$ cat src/rtl/inj_patgen_pkg.sv
// Shared types for the multi-channel injection pattern generator.
package inj_patgen_pkg;

  typedef enum logic [2:0] {
    IDLE  = 3'd0,
    ARMED = 3'd1,
    DELAY = 3'd2,
    HIGH  = 3'd3,
    LOW   = 3'd4
  } state_e;

  localparam logic [1:0] REG_DELAY  = 2'd0;
  localparam logic [1:0] REG_HIGH   = 2'd1;
  localparam logic [1:0] REG_PERIOD = 2'd2;
  localparam logic [1:0] REG_COUNT  = 2'd3;

endpackage

$ cat src/rtl/inj_patgen_ch.sv
// One pattern-generator channel: shadow config, phase/pulse counters, FSM.
module inj_patgen_ch
  import inj_patgen_pkg::*;
#(
  parameter int unsigned CNT_W = 16
) (
  input  logic             clk,
  input  logic             res_n,
  input  logic             rst,
  input  logic             suspend,
  input  logic             start,
  input  logic             synced,
  input  logic             sync_rise,
  input  logic [CNT_W-1:0] cfg_delay,
  input  logic [CNT_W-1:0] cfg_high,
  input  logic [CNT_W-1:0] cfg_period,
  input  logic [CNT_W-1:0] cfg_count,
  output logic             out,
  output logic             running,
  output logic             done
);

  typedef logic [CNT_W-1:0] cnt_t;

  state_e state, state_nxt;
  cnt_t   sh_delay, sh_high, sh_period, sh_count;
  cnt_t   sh_delay_nxt, sh_high_nxt, sh_period_nxt, sh_count_nxt;
  cnt_t   phase_cnt, phase_nxt, pulse_cnt, pulse_nxt;
  logic   done_nxt;
  cnt_t   hl, ll, c_hl, c_ll;
  logic   last, last_nxt, c_last;

  // High phase is clipped to the period, so high>=period leaves no LOW phase.
  function automatic cnt_t high_len(cnt_t h, cnt_t p);
    return (h >= p) ? p : h;
  endfunction

  // First state of a pulse; a final pulse with a single LOW cycle ends immediately.
  function automatic state_e pulse_entry(cnt_t h, cnt_t l, logic fin);
    if (h != '0) return HIGH;
    if (fin && (l == cnt_t'(1))) return IDLE;
    return LOW;
  endfunction

  assign hl       = high_len(sh_high, sh_period);
  assign ll       = sh_period - hl;
  assign c_hl     = high_len(cfg_high, cfg_period);
  assign c_ll     = cfg_period - c_hl;
  assign last     = (sh_count != '0) && (pulse_cnt == sh_count - cnt_t'(1));
  assign last_nxt = (sh_count >= cnt_t'(2)) && (pulse_cnt == sh_count - cnt_t'(2));
  assign c_last   = (cfg_count == cnt_t'(1));

  always_comb begin
    state_nxt     = state;
    phase_nxt     = phase_cnt;
    pulse_nxt     = pulse_cnt;
    sh_delay_nxt  = sh_delay;
    sh_high_nxt   = sh_high;
    sh_period_nxt = sh_period;
    sh_count_nxt  = sh_count;
    done_nxt      = 1'b0;
    if (rst) begin
      state_nxt = IDLE;
      phase_nxt = '0;
      pulse_nxt = '0;
    end else if (suspend) begin
      state_nxt = state;
    end else if (start && (cfg_period != '0)) begin
      sh_delay_nxt  = cfg_delay;
      sh_high_nxt   = cfg_high;
      sh_period_nxt = cfg_period;
      sh_count_nxt  = cfg_count;
      phase_nxt     = '0;
      pulse_nxt     = '0;
      if (synced) begin
        state_nxt = ARMED;
      end else if (cfg_delay != '0) begin
        state_nxt = DELAY;
      end else begin
        state_nxt = pulse_entry(c_hl, c_ll, c_last);
        done_nxt  = (state_nxt == IDLE);
      end
    end else begin
      case (state)
        ARMED: if (sync_rise) begin
          if (sh_delay != '0) begin
            state_nxt = DELAY;
          end else begin
            state_nxt = pulse_entry(hl, ll, last);
            done_nxt  = (state_nxt == IDLE);
          end
        end
        DELAY: if (phase_cnt == sh_delay - cnt_t'(1)) begin
          phase_nxt = '0;
          state_nxt = pulse_entry(hl, ll, last);
          done_nxt  = (state_nxt == IDLE);
        end else begin
          phase_nxt = phase_cnt + cnt_t'(1);
        end
        HIGH: if (phase_cnt == hl - cnt_t'(1)) begin
          phase_nxt = '0;
          if ((ll == '0) && !last) begin
            if (sh_count != '0) pulse_nxt = pulse_cnt + cnt_t'(1);
            state_nxt = pulse_entry(hl, ll, last_nxt);
            done_nxt  = (state_nxt == IDLE);
          end else if (last && (ll <= cnt_t'(1))) begin
            state_nxt = IDLE;
            done_nxt  = 1'b1;
          end else begin
            state_nxt = LOW;
          end
        end else begin
          phase_nxt = phase_cnt + cnt_t'(1);
        end
        // The final LOW phase gives its last cycle to the done/IDLE cycle.
        LOW: if (last && (phase_cnt == ll - cnt_t'(2))) begin
          phase_nxt = '0;
          state_nxt = IDLE;
          done_nxt  = 1'b1;
        end else if (phase_cnt == ll - cnt_t'(1)) begin
          phase_nxt = '0;
          if (sh_count != '0) pulse_nxt = pulse_cnt + cnt_t'(1);
          state_nxt = pulse_entry(hl, ll, last_nxt);
          done_nxt  = (state_nxt == IDLE);
        end else begin
          phase_nxt = phase_cnt + cnt_t'(1);
        end
        default: state_nxt = IDLE;
      endcase
    end
  end

  always_ff @(posedge clk or negedge res_n) begin
    if (!res_n) begin
      state     <= IDLE;
      phase_cnt <= '0;
      pulse_cnt <= '0;
      sh_delay  <= '0;
      sh_high   <= '0;
      sh_period <= '0;
      sh_count  <= '0;
      out       <= 1'b0;
      running   <= 1'b0;
      done      <= 1'b0;
    end else begin
      state     <= state_nxt;
      phase_cnt <= phase_nxt;
      pulse_cnt <= pulse_nxt;
      sh_delay  <= sh_delay_nxt;
      sh_high   <= sh_high_nxt;
      sh_period <= sh_period_nxt;
      sh_count  <= sh_count_nxt;
      out       <= (state_nxt == HIGH);
      running   <= (state_nxt != IDLE);
      done      <= done_nxt;
    end
  end

endmodule

$ cat src/rtl/inj_patgen_multi.sv
// Multi-channel injection pattern generator: byte-wide config writes, sync edge, channels.
// Optional PATGEN_TRIGOUT_EN adds trig_out, a pulse after any output rising edge.
module inj_patgen_multi
  import inj_patgen_pkg::*;
#(
  parameter  int unsigned NUM_CH = 4,
  parameter  int unsigned CNT_W  = 16,
  localparam int unsigned CH_W   = $clog2(NUM_CH),
  localparam int unsigned BYTE_W = $clog2(CNT_W / 8),
  localparam int unsigned ADDR_W = CH_W + 2 + BYTE_W
) (
  input  logic              clk,
  input  logic              res_n,
  input  logic              rst,
  input  logic              suspend,
  input  logic              write,
  input  logic [ADDR_W-1:0] addr,
  input  logic [7:0]        din,
  input  logic [NUM_CH-1:0] synced,
  input  logic [NUM_CH-1:0] start,
  input  logic              sync_trig,
  output logic [NUM_CH-1:0] out,
  output logic [NUM_CH-1:0] running,
  output logic [NUM_CH-1:0] done
`ifdef PATGEN_TRIGOUT_EN
  ,
  output logic              trig_out
`endif
);

  localparam int unsigned NBYTES = CNT_W / 8;

  logic [CNT_W-1:0] cfg_delay  [NUM_CH];
  logic [CNT_W-1:0] cfg_high   [NUM_CH];
  logic [CNT_W-1:0] cfg_period [NUM_CH];
  logic [CNT_W-1:0] cfg_count  [NUM_CH];
  logic [31:0]      addr_ext, ch_sel, byte_sel;
  logic [1:0]       reg_sel;
  logic             sync_q, sync_rise;

  // Arithmetic decode keeps zero-width channel/byte fields legal.
  assign addr_ext = 32'(addr);
  assign ch_sel   = addr_ext >> (2 + BYTE_W);
  assign reg_sel  = 2'(addr_ext >> BYTE_W);
  assign byte_sel = addr_ext & ((32'd1 << BYTE_W) - 32'd1);

  always_ff @(posedge clk or negedge res_n) begin
    if (!res_n) begin
      for (int c = 0; c < NUM_CH; c++) begin
        cfg_delay[c]  <= '0;
        cfg_high[c]   <= '0;
        cfg_period[c] <= '0;
        cfg_count[c]  <= '0;
      end
    end else if (write) begin
      for (int c = 0; c < NUM_CH; c++) begin
        for (int b = 0; b < NBYTES; b++) begin
          if ((ch_sel == 32'(c)) && (byte_sel == 32'(b))) begin
            case (reg_sel)
              REG_DELAY:  cfg_delay[c][8*b +: 8]  <= din;
              REG_HIGH:   cfg_high[c][8*b +: 8]   <= din;
              REG_PERIOD: cfg_period[c][8*b +: 8] <= din;
              default:    cfg_count[c][8*b +: 8]  <= din;
            endcase
          end
        end
      end
    end
  end

  // Edge detector keeps tracking through suspend and soft reset.
  always_ff @(posedge clk or negedge res_n) begin
    if (!res_n) sync_q <= 1'b0;
    else        sync_q <= sync_trig;
  end
  assign sync_rise = sync_trig & ~sync_q;

  for (genvar g = 0; g < NUM_CH; g++) begin : g_ch
    inj_patgen_ch #(.CNT_W(CNT_W)) u_ch (
      .clk        (clk),
      .res_n      (res_n),
      .rst        (rst),
      .suspend    (suspend),
      .start      (start[g]),
      .synced     (synced[g]),
      .sync_rise  (sync_rise),
      .cfg_delay  (cfg_delay[g]),
      .cfg_high   (cfg_high[g]),
      .cfg_period (cfg_period[g]),
      .cfg_count  (cfg_count[g]),
      .out        (out[g]),
      .running    (running[g]),
      .done       (done[g])
    );
  end

`ifdef PATGEN_TRIGOUT_EN
  logic [NUM_CH-1:0] out_q;

  always_ff @(posedge clk or negedge res_n) begin
    if (!res_n) begin
      out_q    <= '0;
      trig_out <= 1'b0;
    end else begin
      out_q    <= out;
      trig_out <= |(out & ~out_q);
    end
  end
`endif

endmodule

$ cat config.mk
export PLATFORM = sky130hd
export DESIGN_NAME = inj_patgen_multi
export DESIGN_NICKNAME = d
export VERILOG_FILES = /design/src/rtl/inj_patgen_pkg.sv /design/src/rtl/inj_patgen_ch.sv /design/src/rtl/inj_patgen_multi.sv
export SDC_FILE = /design/constraint.sdc
export NUM_CORES = 2
export LEC_CHECK = 0
export ABC_CLOCK_PERIOD_IN_PS = 9100
export BUFFER_PORTS_ARGS = -buffer_cell sky130_fd_sc_hd__clkbuf_2
export CAP_MARGIN = 10
export CORE_AREA = 2 2 394 396
export DETAILED_ROUTE_END_ITERATION = 16
export DIE_AREA = 0 0 396 398
export HOLD_SLACK_MARGIN = 0.12
export PLACE_DENSITY = 0.5
export RECOVER_POWER = 25
export SLEW_MARGIN = 0
export SYNTH_ARGS = -nofsm -noshare
export SYNTH_HDL_FRONTEND = slang
export SYNTH_SLANG_ARGS = --single-unit
export TNS_END_PERCENT = 20
$ cat constraint.sdc
create_clock -name clk -period 9.1 [get_ports clk]
set_input_delay 1.365 -clock clk [delete_from_list [all_inputs] [get_ports clk]]
set_output_delay 1.365 -clock clk [all_outputs]
set_load 0.01 [all_outputs]
# Word-level counts from Yosys, hierarchy flattened
# Cells that the tools add are included.
totals:
  ff_bits: 665
  out_inout_bits: 12
  wordCells: 992
classes:
  add_sub_neg: 40
  magnitude_cmp: 16
  n_eq_ne: 78
  mux: 624
  bitwise: 5
  reduce_logical: 156
ops:
  columns: ["op", "count"]
  rows:
  - ["$mux 16", 68]
  - ["$mux 3", 224]
  - ["$eq 16x16->1", 24]
  - ["$reduce_bool 16->1", 24]
  - ["$mux 1", 316]
  - ["$sub 16x1->16 const B", 16]
  - ["$eq 16x1->1 const B", 12]
  - ["$pmux 16 s3", 4]
  - ["$add 16x1->16 const B", 8]
  - ["$ge 16x16->1", 8]
  - ["$pmux 16 s2", 4]
  - ["$sub 16x16->16", 8]
  - ["$sub 16x2->16 const B", 8]
  - ["$reduce_and 3->1", 36]
  - ["$ge 16x2->1 const B", 4]
  - ["$le 16x1->1 const B", 4]
  - ["$logic_not 16->1", 4]
  - ["$logic_not 32->1", 2]
  - ["$logic_not 3->1", 20]
  - ["$ne 4x2->1 const B", 12]
  - ["$pmux 3 s4", 4]
  - ["$logic_and 1x1->1", 44]
  - ["$eq 3x2->1 const B", 12]
  - ["$reduce_and 6->1", 4]
  - ["other kinds (16)", 49]

# Longest topological paths before layout
depth:
  depth_word: 33
  ltp_mapped: 33
  mapped_depth_nobuf: 31

# Cells and area by module
# A second synthesis with hierarchy kept.
hier_totals:
  cells_unflattened: 6201
  hier_area_um2: 54985.2
modules_own_cells:
  columns: ["mod", "n_inst", "cells_per_inst", "area_each_um2", "seq_area_each_um2"]
  rows:
  - ["inj_patgen_ch (g_ch[2].u_ch)", 1, 1459, 11698.7, 2552.4]
  - ["inj_patgen_ch (g_ch[3].u_ch)", 1, 1376, 11313.4, 2552.4]
  - ["inj_patgen_ch (g_ch[0].u_ch)", 1, 1397, 11190.7, 2552.4]
  - ["inj_patgen_ch (g_ch[1].u_ch)", 1, 1373, 11029.3, 2552.4]
  - ["inj_patgen_multi", 1, 596, 9753.1, 6431.2]

# Worst setup path before layout
# Ideal clock, no wire load.
synth_timing:
  kind: "register -> register"
  from: "register g_ch[0].u_ch.sh_period[3]"
  to: "register g_ch[0].u_ch.phase_cnt[11]"
  setup_ns: 0.118
  arrival_time_ns: 7.003
  required_time_ns: 8.982
  setup_slack_ns: 1.979
  stages_incl_launch_ff: 28
  n_path_buf: 3
  synth_period_minus_slack_ns: 7.121
  cell_sequence: "dfrtp_1 > clkbuf_1 > inv_1 > ha_1 > a211oi_1 > o21ai_0 > a21oi_1 > o21ai_1 > nor2_1 > clkbuf_1 > mux2i_1 > fa_1 > a21oi_1 > a21oi_1 > nor2_1 > nor2_1 > or4_1 > a31oi_1 > xor2_1 > o2111ai_1 > or3_1 > or4b_1 > a21oi_1 > a31oi_1 > a21oi_2 > buf_2 > o21ai_0 > a21o_1"
synth_between:
  elab_chain_cells: 11
  elab_cells_between_ends: 17
synth_rtl:
  columns: ["element", "line_no", "text"]
  rows:
  - ["start, declared", "inj_patgen_ch.sv:26", "cnt_t sh_delay, sh_high, sh_period, sh_count;"]
  - ["start signal, assigned", "inj_patgen_ch.sv:151", "sh_period <= sh_period_nxt;"]
  - ["$ge 16x16->1", "inj_patgen_ch.sv:35", "return (h >= p) ? p : h;"]
  - ["$mux 16", "inj_patgen_ch.sv:35", null]
  - ["$sub 16x16->16", "inj_patgen_ch.sv:46", "assign ll = sh_period - hl;"]
  - ["$sub 16x1->16 or $sub 16x2->16 (tied branches)", "inj_patgen_ch.sv:120, inj_patgen_ch.sv:116", null]
  - ["$eq 16x16->1 (on tied branches)", "inj_patgen_ch.sv:120, inj_patgen_ch.sv:116", null]
  - ["$mux 16 or $logic_and 1x1->1 (tied branches)", "inj_patgen_ch.sv:120, inj_patgen_ch.sv:116", null]
  - ["$mux 16", "inj_patgen_ch.sv:116", "LOW: if (last && (phase_cnt == ll - cnt_t'(2))) begin"]
  - ["$pmux 16 s3 *", "inj_patgen_ch.sv:84", "case (state)"]
  - ["$mux 16 *", "inj_patgen_ch.sv:68", "end else if (start && (cfg_period != '0)) begin"]
  - ["$mux 16 *", "inj_patgen_ch.sv:66", "end else if (suspend) begin"]
  - ["$mux 16 *", "inj_patgen_ch.sv:62", "if (rst) begin"]
  - ["end signal, assigned", "inj_patgen_ch.sv:147", "phase_cnt <= phase_nxt;"]
  - ["end, declared", "inj_patgen_ch.sv:28", "cnt_t phase_cnt, phase_nxt, pulse_cnt, pulse_nxt;"]
# Every way passes the cells marked *; elsewhere a longest branch is shown, timed or not. The select of a mux whose other input is x is not followed.
# A chain may end at the register's enable or synchronous reset.

# Worst setup path after layout
layout_timing:
  from: "register g_ch[0].u_ch.sh_period[3]"
  to: "register g_ch[0].u_ch.pulse_cnt[8]"
layout_between:
  elab_chain_cells: 8
  elab_cells_between_ends: 17
layout_rtl:
  columns: ["element", "line_no", "text"]
  rows:
  - ["$ge 16x16->1", "inj_patgen_ch.sv:35", null]
  - ["$mux 16", "inj_patgen_ch.sv:35", null]
  - ["$sub 16x16->16", "inj_patgen_ch.sv:46", null]
  - ["$sub 16x2->16", "inj_patgen_ch.sv:116", null]
  - ["$eq 16x16->1", "inj_patgen_ch.sv:116", null]
  - ["$logic_and 1x1->1", "inj_patgen_ch.sv:116", null]
  - ["$ne 4x3->1 (no line)", null, null]
  - ["$reduce_and 6->1 (no line) *", null, null]
  - ["end signal, assigned", "inj_patgen_ch.sv:148", "pulse_cnt <= pulse_nxt;"]
  - ["end, declared", "inj_patgen_ch.sv:28", null]
# Every way passes the cells marked *; elsewhere a longest branch is shown, timed or not.

==> results.toml <==
[critical_path]
end_kind = "flop"
worstSetupPathType = "flop to flop"
cpLargestDelayFamily = "compound AO/OA/AOI/OAI gates"
cp-start-kind = "flop"
critPathSlowestCell = "or4_1"
r2r-end = "g_ch[0].u_ch.pulse_cnt[8]"
critPathBufInv = 2
startpoint = "g_ch[0].u_ch.sh_period[3]"
critical_path.max_fanout = 21
r2r_slack_ns = 1.10
crit_path_frequent_cell = "a21oi_1"
timing.rr.start = "g_ch[0].u_ch.sh_period[3]"
max_stage_delay_ns = 0.59
cp.arrival_ns = 8.60
reg2reg_depth = 25
required_ns = 9.70

[global_route]
grt_pass1_vias = 43500
track_usage_pct = 20.7
gr-total-overflow = 0
antenna_found_initial = 12
grt_first_pass_wirelength_um = 261000
grt_max_degree = 172

[sta]
finalCriticalPeriod_ns = 8.00
finalHoldViolations = 0
slew-limit-headroom_pct = -284
drv_slew = 138
fin_crit_sh_pct = 87.9
fin_worst_skew_ns = 0.0302
setup_viol = 0
worst_pin_slew_ns = 5.76
setup_tns_ns = 0
layout_setup_ws_ns = 1.10
fmax_ghz = 0.125
grt_setup_unrepaired = "no"

[logic_synthesis]
synth_area_leaders = "dfrtp_1, mux2_2, ha_1"
ys_async_sr_fraction_pct = 100
ys_ff_latch = 665
ys_seq_area_share_pct = 31.1
avgSynthCellArea_um2 = 8.78
synth.most_common_cell = "dfrtp_1"
synth_edf_count = 0
synth-main-ff-cell = "dfrtp_1"
synth_commonest_cells = "dfrtp_1, nand2_1, mux2_2"
synth_warnings = 0
synthesis.nets = 6413
yosysUniqueCellTypes = 103
syn_inst = 6082
synth_top_area_cell = "dfrtp_1"
synth.top_cell.area_share_pct = 31.1
netlist_area_um2 = 53400

[placement]
dpl_cell_area_um2 = 55500
place_congestion = 0.879
dp_hpwl_um = 124000
port_buffers = 38
dp_cells = 7916
dp_slack_ns = 1.19

[floorplan]
die_h_um = 398
std_cell_rows = 144
die_x_um = 396
dieArea_um2 = 158000
core_area_um2 = 153000
initial_core_util_pct = 34.8
ioPinCount = 39

[pwr]
worst_ir_drop_vdd_mv = 0.158
cellLeakagePower_uw = 0.0249
power_density_nw_per_um2 = 329

[finish]
multi_input_area_um2 = 34500
final_cells = 8071
regArea_um2 = 16600
nNetsFinal = 6290
drive_above_1_share_pct = 12.1
utilization_pct = 38.0
area_growth_pct = 9.19
fillers = 15500
fin_area_um2 = 58300

[detailed_routing]
dr.pass1.iters = 5
wl_um = 166000
drcViolationCount = 0
wl_per_cell_um = 20.6
initialDrtViolationCount = 3312
vias_per_cell = 5.63
vias = 45400
postRouteAntennaNets = 0

[hold_path]
holdPathEnd = "g_ch[3].u_ch.sh_high[0]"
min-delay-start = "g_ch[3].u_ch.sh_high[0]"
min_path_cells = 2
hold_path.class = "flop to flop"

[clock_network]
clkSinkCount = 665
ctsResizeCount = 0
cts_tree = "done"
cts_hold_buf = 0
cts_max_level = 3
postCtsSetupBuffers = 0
clock_latency_ns = 0.69
numCtsBuffers = 85
clk_path_buf_depth = 3
cts_root_buf = "clkbuf_16"
path_clk_slew_ns = 0.06

[run_status]
status = "complete, but fails checks"
violations = "capacitance limit, slew limit"

[job]
cap_viol_max_count = 2
## stage by stage
step                      hold slack, ns  total power [uW]
after CTS                          0.512             19200
after detailed placement           0.507             15600
final                              0.518             19200
after floorplan                    0.472             12900
after global placement             0.498             15500
after global routing               0.540             20800
## cell usage in the layout (no fill, tap or decap), types with 194 or more instances in the layout
| cell | instances |
|---|---|
| dfrtp_1 | 665 |
| nand2_1 | 492 |
| mux2_2 | 434 |
| nor2_1 | 376 |
| o21ai_0 | 359 |
| xnor2_1 | 345 |
| inv_1 | 311 |
| ha_1 | 296 |
| a21oi_1 | 272 |
| nand3_1 | 194 |
## tightest hold or removal path: cells and delay by family, from the launching register on
family	cells	cell delay, ns
compound gates	1	0.06
flops	1	0.36
simple gates	1	0.06
## layout make-up
type	instances	area share (%)
Sequential cell	665	28.5
Timing Repair Buffer	95	1.09
Tap cell	2044	4.38
Clock inverter	28	0.686
Multi-Input combinational cell	4801	59.1
Antenna cell	7	0.0300
Inverter	311	2.00
Clock buffer	120	4.22
## report_power, final
group / internal [uW] / leakage, uW / switching [uW]
registers: 3500 / 0.00863 / 817
logic: 4650 / 0.0148 / 6750
clock network: 2110 / 0.00141 / 1390
## kinds of logic (layout without fill, tap and decap cells)
| kind of cell | after synthesis | count (layout) | synth area share (%) |
|---|---|---|---|
| simple gates | 2054 | 2054 | 19.8 |
| other cells | 0 | 7 | 0 |
| flops | 665 | 665 | 31.1 |
| buf+inv | 616 | 554 | 4.48 |
| xor+xnor | 511 | 511 | 8.69 |
| fa+ha+maj | 304 | 304 | 7.23 |
| compound gates | 1335 | 1335 | 16.4 |
| mux | 597 | 597 | 12.2 |
## routing by layer
layer  GRT usage [%]  vias to the layer above  routed length [um]
met5               0                        -                  23
met4            5.95                        4                4100
met3            2.51                      212                7270
met2            32.8                      976               74600
met1            29.6                    22200               80200
li1                -                    22000                   -
## how the worst max path moves through the flow
stage | to | cells after the start
finish | g_ch[0].u_ch.pulse_cnt[8] | 25
global route | g_ch[1].u_ch.phase_cnt[10] | 3
floorplan | g_ch[0].u_ch.phase_cnt[11] | 27
detailed placement | g_ch[0].u_ch.pulse_cnt[12] | 26
CTS | g_ch[0].u_ch.pulse_cnt[8] | 25
global placement | g_ch[0].u_ch.pulse_cnt[8] | 25
Power figures use the tool's default switching activity.
